`src/rtl/hazard_stall_ctrl.sv`:
```
// Load-use hazard detector and stall controller for the 5-stage pipeline.
// Adds multi-cycle bubbles, holds on dmem wait, flushes on branch, counts bubble cycles.
module hazard_stall_ctrl #(
  parameter int unsigned REG_ADDR_W        = 5,
  parameter int unsigned LOAD_STALL_CYCLES = 1,
  parameter int unsigned CNT_W             = 16
) (
  input  logic                  clk,
  input  logic                  rst_n,
  input  logic                  id_ex_mem_read,
  input  logic [REG_ADDR_W-1:0] id_ex_reg_rt,
  input  logic [REG_ADDR_W-1:0] if_id_reg_rs,
  input  logic [REG_ADDR_W-1:0] if_id_reg_rt,
  input  logic                  if_id_uses_rt,
  input  logic                  branch_taken,
  input  logic                  dmem_stall,
  output logic                  pc_write,
  output logic                  if_id_write,
  output logic                  mux_select_stall,
  output logic                  if_id_flush,
  output logic                  pipe_hold,
  output logic [CNT_W-1:0]      stall_cycles
);

  typedef enum logic {
    S_IDLE,
    S_STALL
  } state_t;

  localparam logic [3:0]       REM_INIT = 4'(LOAD_STALL_CYCLES - 1);
  localparam logic [CNT_W-1:0] CNT_MAX  = '1;

  state_t           r_state;
  state_t           w_state_nxt;
  logic [3:0]       r_rem;
  logic [3:0]       w_rem_nxt;
  logic [CNT_W-1:0] r_cnt;
  logic             w_hz;
  logic             w_cnt_inc;

  // Register zero is hard-wired, so a load targeting it never conflicts.
  assign w_hz = id_ex_mem_read && (id_ex_reg_rt != '0) &&
                ((id_ex_reg_rt == if_id_reg_rs) ||
                 (if_id_uses_rt && (id_ex_reg_rt == if_id_reg_rt)));

  // Prioritised output decode and next-state selection.
  always_comb begin
    pc_write         = 1'b1;
    if_id_write      = 1'b1;
    mux_select_stall = 1'b0;
    if_id_flush      = 1'b0;
    pipe_hold        = 1'b0;
    w_state_nxt      = r_state;
    w_rem_nxt        = r_rem;
    if (!rst_n) begin
      pc_write         = 1'b0;
      if_id_write      = 1'b0;
      mux_select_stall = 1'b1;
      w_state_nxt      = S_IDLE;
      w_rem_nxt        = 4'd0;
    end else if (dmem_stall) begin
      pipe_hold   = 1'b1;
      pc_write    = 1'b0;
      if_id_write = 1'b0;
    end else if (branch_taken) begin
      if_id_flush      = 1'b1;
      mux_select_stall = 1'b1;
      w_state_nxt      = S_IDLE;
      w_rem_nxt        = 4'd0;
    end else if (r_state == S_STALL) begin
      pc_write         = 1'b0;
      if_id_write      = 1'b0;
      mux_select_stall = 1'b1;
      if (r_rem > 4'd1) begin
        w_rem_nxt = r_rem - 4'd1;
      end else begin
        w_state_nxt = S_IDLE;
        w_rem_nxt   = 4'd0;
      end
    end else if (w_hz) begin
      pc_write         = 1'b0;
      if_id_write      = 1'b0;
      mux_select_stall = 1'b1;
      if (LOAD_STALL_CYCLES > 1) begin
        w_state_nxt = S_STALL;
        w_rem_nxt   = REM_INIT;
      end
    end
  end

  assign w_cnt_inc = mux_select_stall && !branch_taken && (r_cnt != CNT_MAX);

  always_ff @(posedge clk or negedge rst_n) begin
    if (!rst_n) begin
      r_state <= S_IDLE;
      r_rem   <= 4'd0;
      r_cnt   <= '0;
    end else begin
      r_state <= w_state_nxt;
      r_rem   <= w_rem_nxt;
      if (w_cnt_inc) r_cnt <= r_cnt + CNT_W'(1);
    end
  end

  assign stall_cycles = r_cnt;

endmodule

```
`config.mk`:
```
export PLATFORM = sky130hd
export DESIGN_NAME = hazard_stall_ctrl
export DESIGN_NICKNAME = d
export VERILOG_FILES = /design/src/rtl/hazard_stall_ctrl.sv
export SDC_FILE = /design/constraint.sdc
export NUM_CORES = 1
export LEC_CHECK = 0
export ABC_CLOCK_PERIOD_IN_PS = 2100
export CORE_MARGIN = 1.5
export CORE_UTILIZATION = 41
export DETAILED_ROUTE_END_ITERATION = 8
export PLACE_DENSITY = 0.8
export SETUP_SLACK_MARGIN = 0.4
export SYNTH_ARGS = -nofsm -noshare
export SYNTH_HDL_FRONTEND = slang
export SYNTH_SLANG_ARGS = --single-unit
```
`constraint.sdc`:
```
create_clock -name clk -period 2.1 [get_ports clk]
set_clock_uncertainty 0.05 [all_clocks]
set_input_delay 0.21 -clock clk [delete_from_list [all_inputs] [get_ports clk]]
set_output_delay 0.21 -clock clk [all_outputs]
set_load 0.1 [all_outputs]
```
==> results.json <==
{
  "status": "complete, no violations",
  "num_rows": 19,
  "synth_warnings": 0,
  "regArea_um2": 558,
  "dieArea_mm2": 0.00343,
  "portBuffers": 41,
  "ys_ff_latch": 21,
  "ys_seq_area_share_pct": 41.5,
  "avgRoutedWirePerCell_um": 15.5,
  "period_share_pct": 95.5,
  "rsz0062_at_grt": "true",
  "fin_ws_ns": 0.0938,
  "hp-class": "in2async",
  "rr_startpoint": "stall_cycles[1]$_DFFE_PN0P_",
  "ir_worst_vdd_mv": 0.663,
  "grt_pass1_wl_mm": 5.37,
  "worst_pin_slew_ns": 0.331,
  "firstDrtPassIters": 4,
  "dieWidth_um": 58.6,
  "clk_pin_slew_worst_paths_ns": 0.11,
  "setup.worst_path.start": "id_ex_reg_rt[4]",
  "syn_nets": 148,
  "ys_types": 32,
  "multiInputGateArea_um2": 847,
  "clk_latency_ns": 0.30,
  "critPathMaxStageDelay_ns": 0.51,
  "fin_crit_ns": 2.01,
  "cts_hold_buf": 0,
  "power.leakage_nw": 0.921,
  "cp_max_fo": 2,
  "end_kind": "output pin",
  "reg2reg_slack_ns": 0.23,
  "viasPerCell": 5.41,
  "cp.required_ns": 1.84,
  "power.density_mw_per_mm2": 810,
  "drv_slew": 0,
  "ctsLongestPathBuffers": 2,
  "initial_core_util_pct": 44.4,
  "setup_violations": 0,
  "drive_above_1_share_pct": 50.0,
  "numClockSinks": 21,
  "vias": 1196,
  "syn_avg_cell_area_um2": 10.2,
  "core_area_mm2": 0.00285,
  "place_congestion": 0.760,
  "power.total_mw": 1.72,
  "synthesis.area_mm2": 0.00127,
  "syn_inst": 124,
  "cts_max_level": 1,
  "grt-ovfl-total": 0,
  "antenna_found_initial": 0,
  "slew_headroom_pct": 77.9,
  "worstSetupStartpointType": "input port",
  "clock.fmax_mhz": 498,
  "drt-initial-drc-count": 23,
  "timing.hold.ws_ns": 0.366,
  "grt_pass1_vias": 1208,
  "wl_mm": 3.43,
  "fillers": 196,
  "cts_buffers": 3,
  "diodes": 0,
  "r2r_cells": 6,
  "finalHoldViolations": 0,
  "area_growth_pct": 67.3,
  "hpwl_mm": 2.41,
  "crit_type": "in2out",
  "critPathArrivalTime_ns": 1.75,
  "antenna_left": 0,
  "crit_chain": "buf_6 > or4_1 > o21a_1 > a21oi_2 > nor2_2 > nor3b_4 > buf_12",
  "io_pins": 42,
  "grt_max_degree": 12,
  "dp_slack_ns": -0.293,
  "grt.total_usage_pct": 20.4,
  "root_buffer": "clkbuf_4",
  "cp-endpoint": "pc_write",
  "drv_cap": 0,
  "drc_errors": 0,
  "nets": 215,
  "die_h_um": 58.6,
  "r2r_end": "stall_cycles[1]$_DFFE_PN0P_",
  "cts_tree": "built",
  "cp_slowest_cell": "or4_1"
}
[worst min path at each step]
| stage | start | end | depth (start not counted) |
|---|---|---|---|
| final | rst_n | r_rem[3]$_DFFE_PN0P_ | 2 |
| after global routing | rst_n | r_rem[2]$_DFFE_PN0P_ | 2 |
| after CTS | rst_n | stall_cycles[6]$_DFFE_PN0P_ | 2 |
| after detailed placement | stall_cycles[11]$_DFFE_PN0P_ | stall_cycles[11]$_DFFE_PN0P_ | 1 |
| after global placement | stall_cycles[11]$_DFFE_PN0P_ | stall_cycles[11]$_DFFE_PN0P_ | 1 |
| after floorplan | rst_n | r_rem[0]$_DFFE_PN0P_ | 0 |
[cell usage after synthesis]
| cell | count | area share (%) |
|---|---|---|
| nand2_2 | 1 | 0.49 |
| o21ai_0 | 5 | 2.0 |
| buf_4 | 1 | 0.59 |
| or3_1 | 1 | 0.49 |
| and3_1 | 10 | 4.9 |
| o311ai_0 | 1 | 0.69 |
| nor3b_1 | 3 | 1.8 |
| buf_2 | 1 | 0.39 |
| dfrtp_1 | 21 | 41 |
| nand3_2 | 7 | 5.5 |
| and4_1 | 3 | 2.1 |
| nand2b_1 | 2 | 0.99 |
| a31o_1 | 1 | 0.69 |
| o21a_1 | 2 | 1.2 |
| a31oi_2 | 1 | 0.99 |
| or4_1 | 1 | 0.59 |
| xnor2_1 | 24 | 17 |
| nand2_1 | 6 | 1.8 |
| buf_6 | 1 | 0.89 |
| nand4_1 | 5 | 2.5 |
| a21boi_0 | 1 | 0.59 |
| inv_1 | 5 | 1.5 |
| buf_8 | 1 | 1.2 |
| nor2b_1 | 1 | 0.49 |
| ha_1 | 3 | 3.0 |
| nand3_1 | 4 | 1.6 |
| a21oi_1 | 3 | 1.2 |
| o22ai_1 | 2 | 0.99 |
| nor2_1 | 4 | 1.2 |
| nor3_1 | 1 | 0.39 |
| a31oi_1 | 1 | 0.49 |
| mux2_1 | 1 | 0.89 |
[cell families after synthesis]
group                      share of synthesized area [%]
xor gates and xnor gates                            16.6
DFF                                                 41.5
adders and majority gates                           2.96
AOI/OAI and AO/OA                                   8.79
muxes                                              0.888
buffers and inverters                               4.54
and+or+nand+nor                                     24.8
[where the power goes]
part / switching (mW) / internal [mW]
logic: 0.629 / 0.335
registers: 0.0741 / 0.485
clock network: 0.120 / 0.0742
total: 0.824 / 0.894
[registers in the layout, summed over array words and instances, names as in the netlist]
| register | flops |
|---|---|
| r_rem | 4 |
| r_state | 1 |
| stall_cycles | 16 |
[what timing repair did]
| action | CTS | global route |
|---|---|---|
| cloned | 1 | 0 |
| hold endpoints to repair | 0 | 0 |
| setup buffers | 8 | 2 |
| pin swaps | 22 | 10 |
| gates resized for setup | 31 | 13 |
| setup endpoints to repair | 23 | 22 |
[through the flow]
step / util [%] / std cells / area, µm² / setup TNS (ns)
global placement: 67.1 / 206 / 1910 / -1.73
CTS: 70.9 / 219 / 2020 / 0
global route: 74.3 / 221 / 2120 / 0
finish: 74.3 / 221 / 2120 / 0
detailed placement: 67.1 / 206 / 1910 / -2.15
floorplan: - / 124 / 1400 / -0.632
[metal layers]
metal | vias to the layer above | global-route usage [%] | wire length [µm]
met3 | 4 | 3.74 | 183
li1 | 576 | - | -
met4 | 0 | 7.47 | 41
met2 | 45 | 35.6 | 1680
met1 | 571 | 25.2 | 1530
met5 | - | 0 | 0
[layout by cell type, fill, tap and decap left out, types with 2 or more instances in the layout]
| cell | instances |
|---|---|
| nand3_1 | 2 |
| nor3b_4 | 3 |
| dfrtp_1 | 7 |
| dfrtp_2 | 8 |
| nor2_1 | 2 |
| dfrtp_4 | 6 |
| and3_1 | 8 |
| xnor2_2 | 4 |
| inv_1 | 5 |
| buf_6 | 8 |
| nand2b_1 | 2 |
| nand2_1 | 6 |
| xnor2_1 | 20 |
| buf_4 | 33 |
| o21a_1 | 2 |
| and3_4 | 2 |
| nand3_2 | 6 |
| buf_12 | 6 |
| ha_1 | 2 |
| dlygate4sd2_1 | 5 |
| a21oi_2 | 2 |
| clkbuf_4 | 3 |
| clkdlybuf4s50_1 | 11 |
| and4_1 | 3 |
| nand3_4 | 3 |
| nand4_1 | 5 |
| buf_2 | 2 |
| o21ai_0 | 5 |
[layout make-up]
cell class | instances | area share [%]
Sequential cell | 21 | 26.3
Inverter | 5 | 0.885
Multi-Input combinational cell | 94 | 39.9
Clock buffer | 4 | 1.24
Timing Repair Buffer | 66 | 29.8
Tap cell | 31 | 1.83
[worst max-delay path, delay by kind of cell]
kind	cells	cell delay, ns
and+or+nand+nor	3	0.86
AOI/OAI and AO/OA	2	0.37
buffers and inverters	2	0.31
No activity file was read; power rests on OpenSTA's default activity.
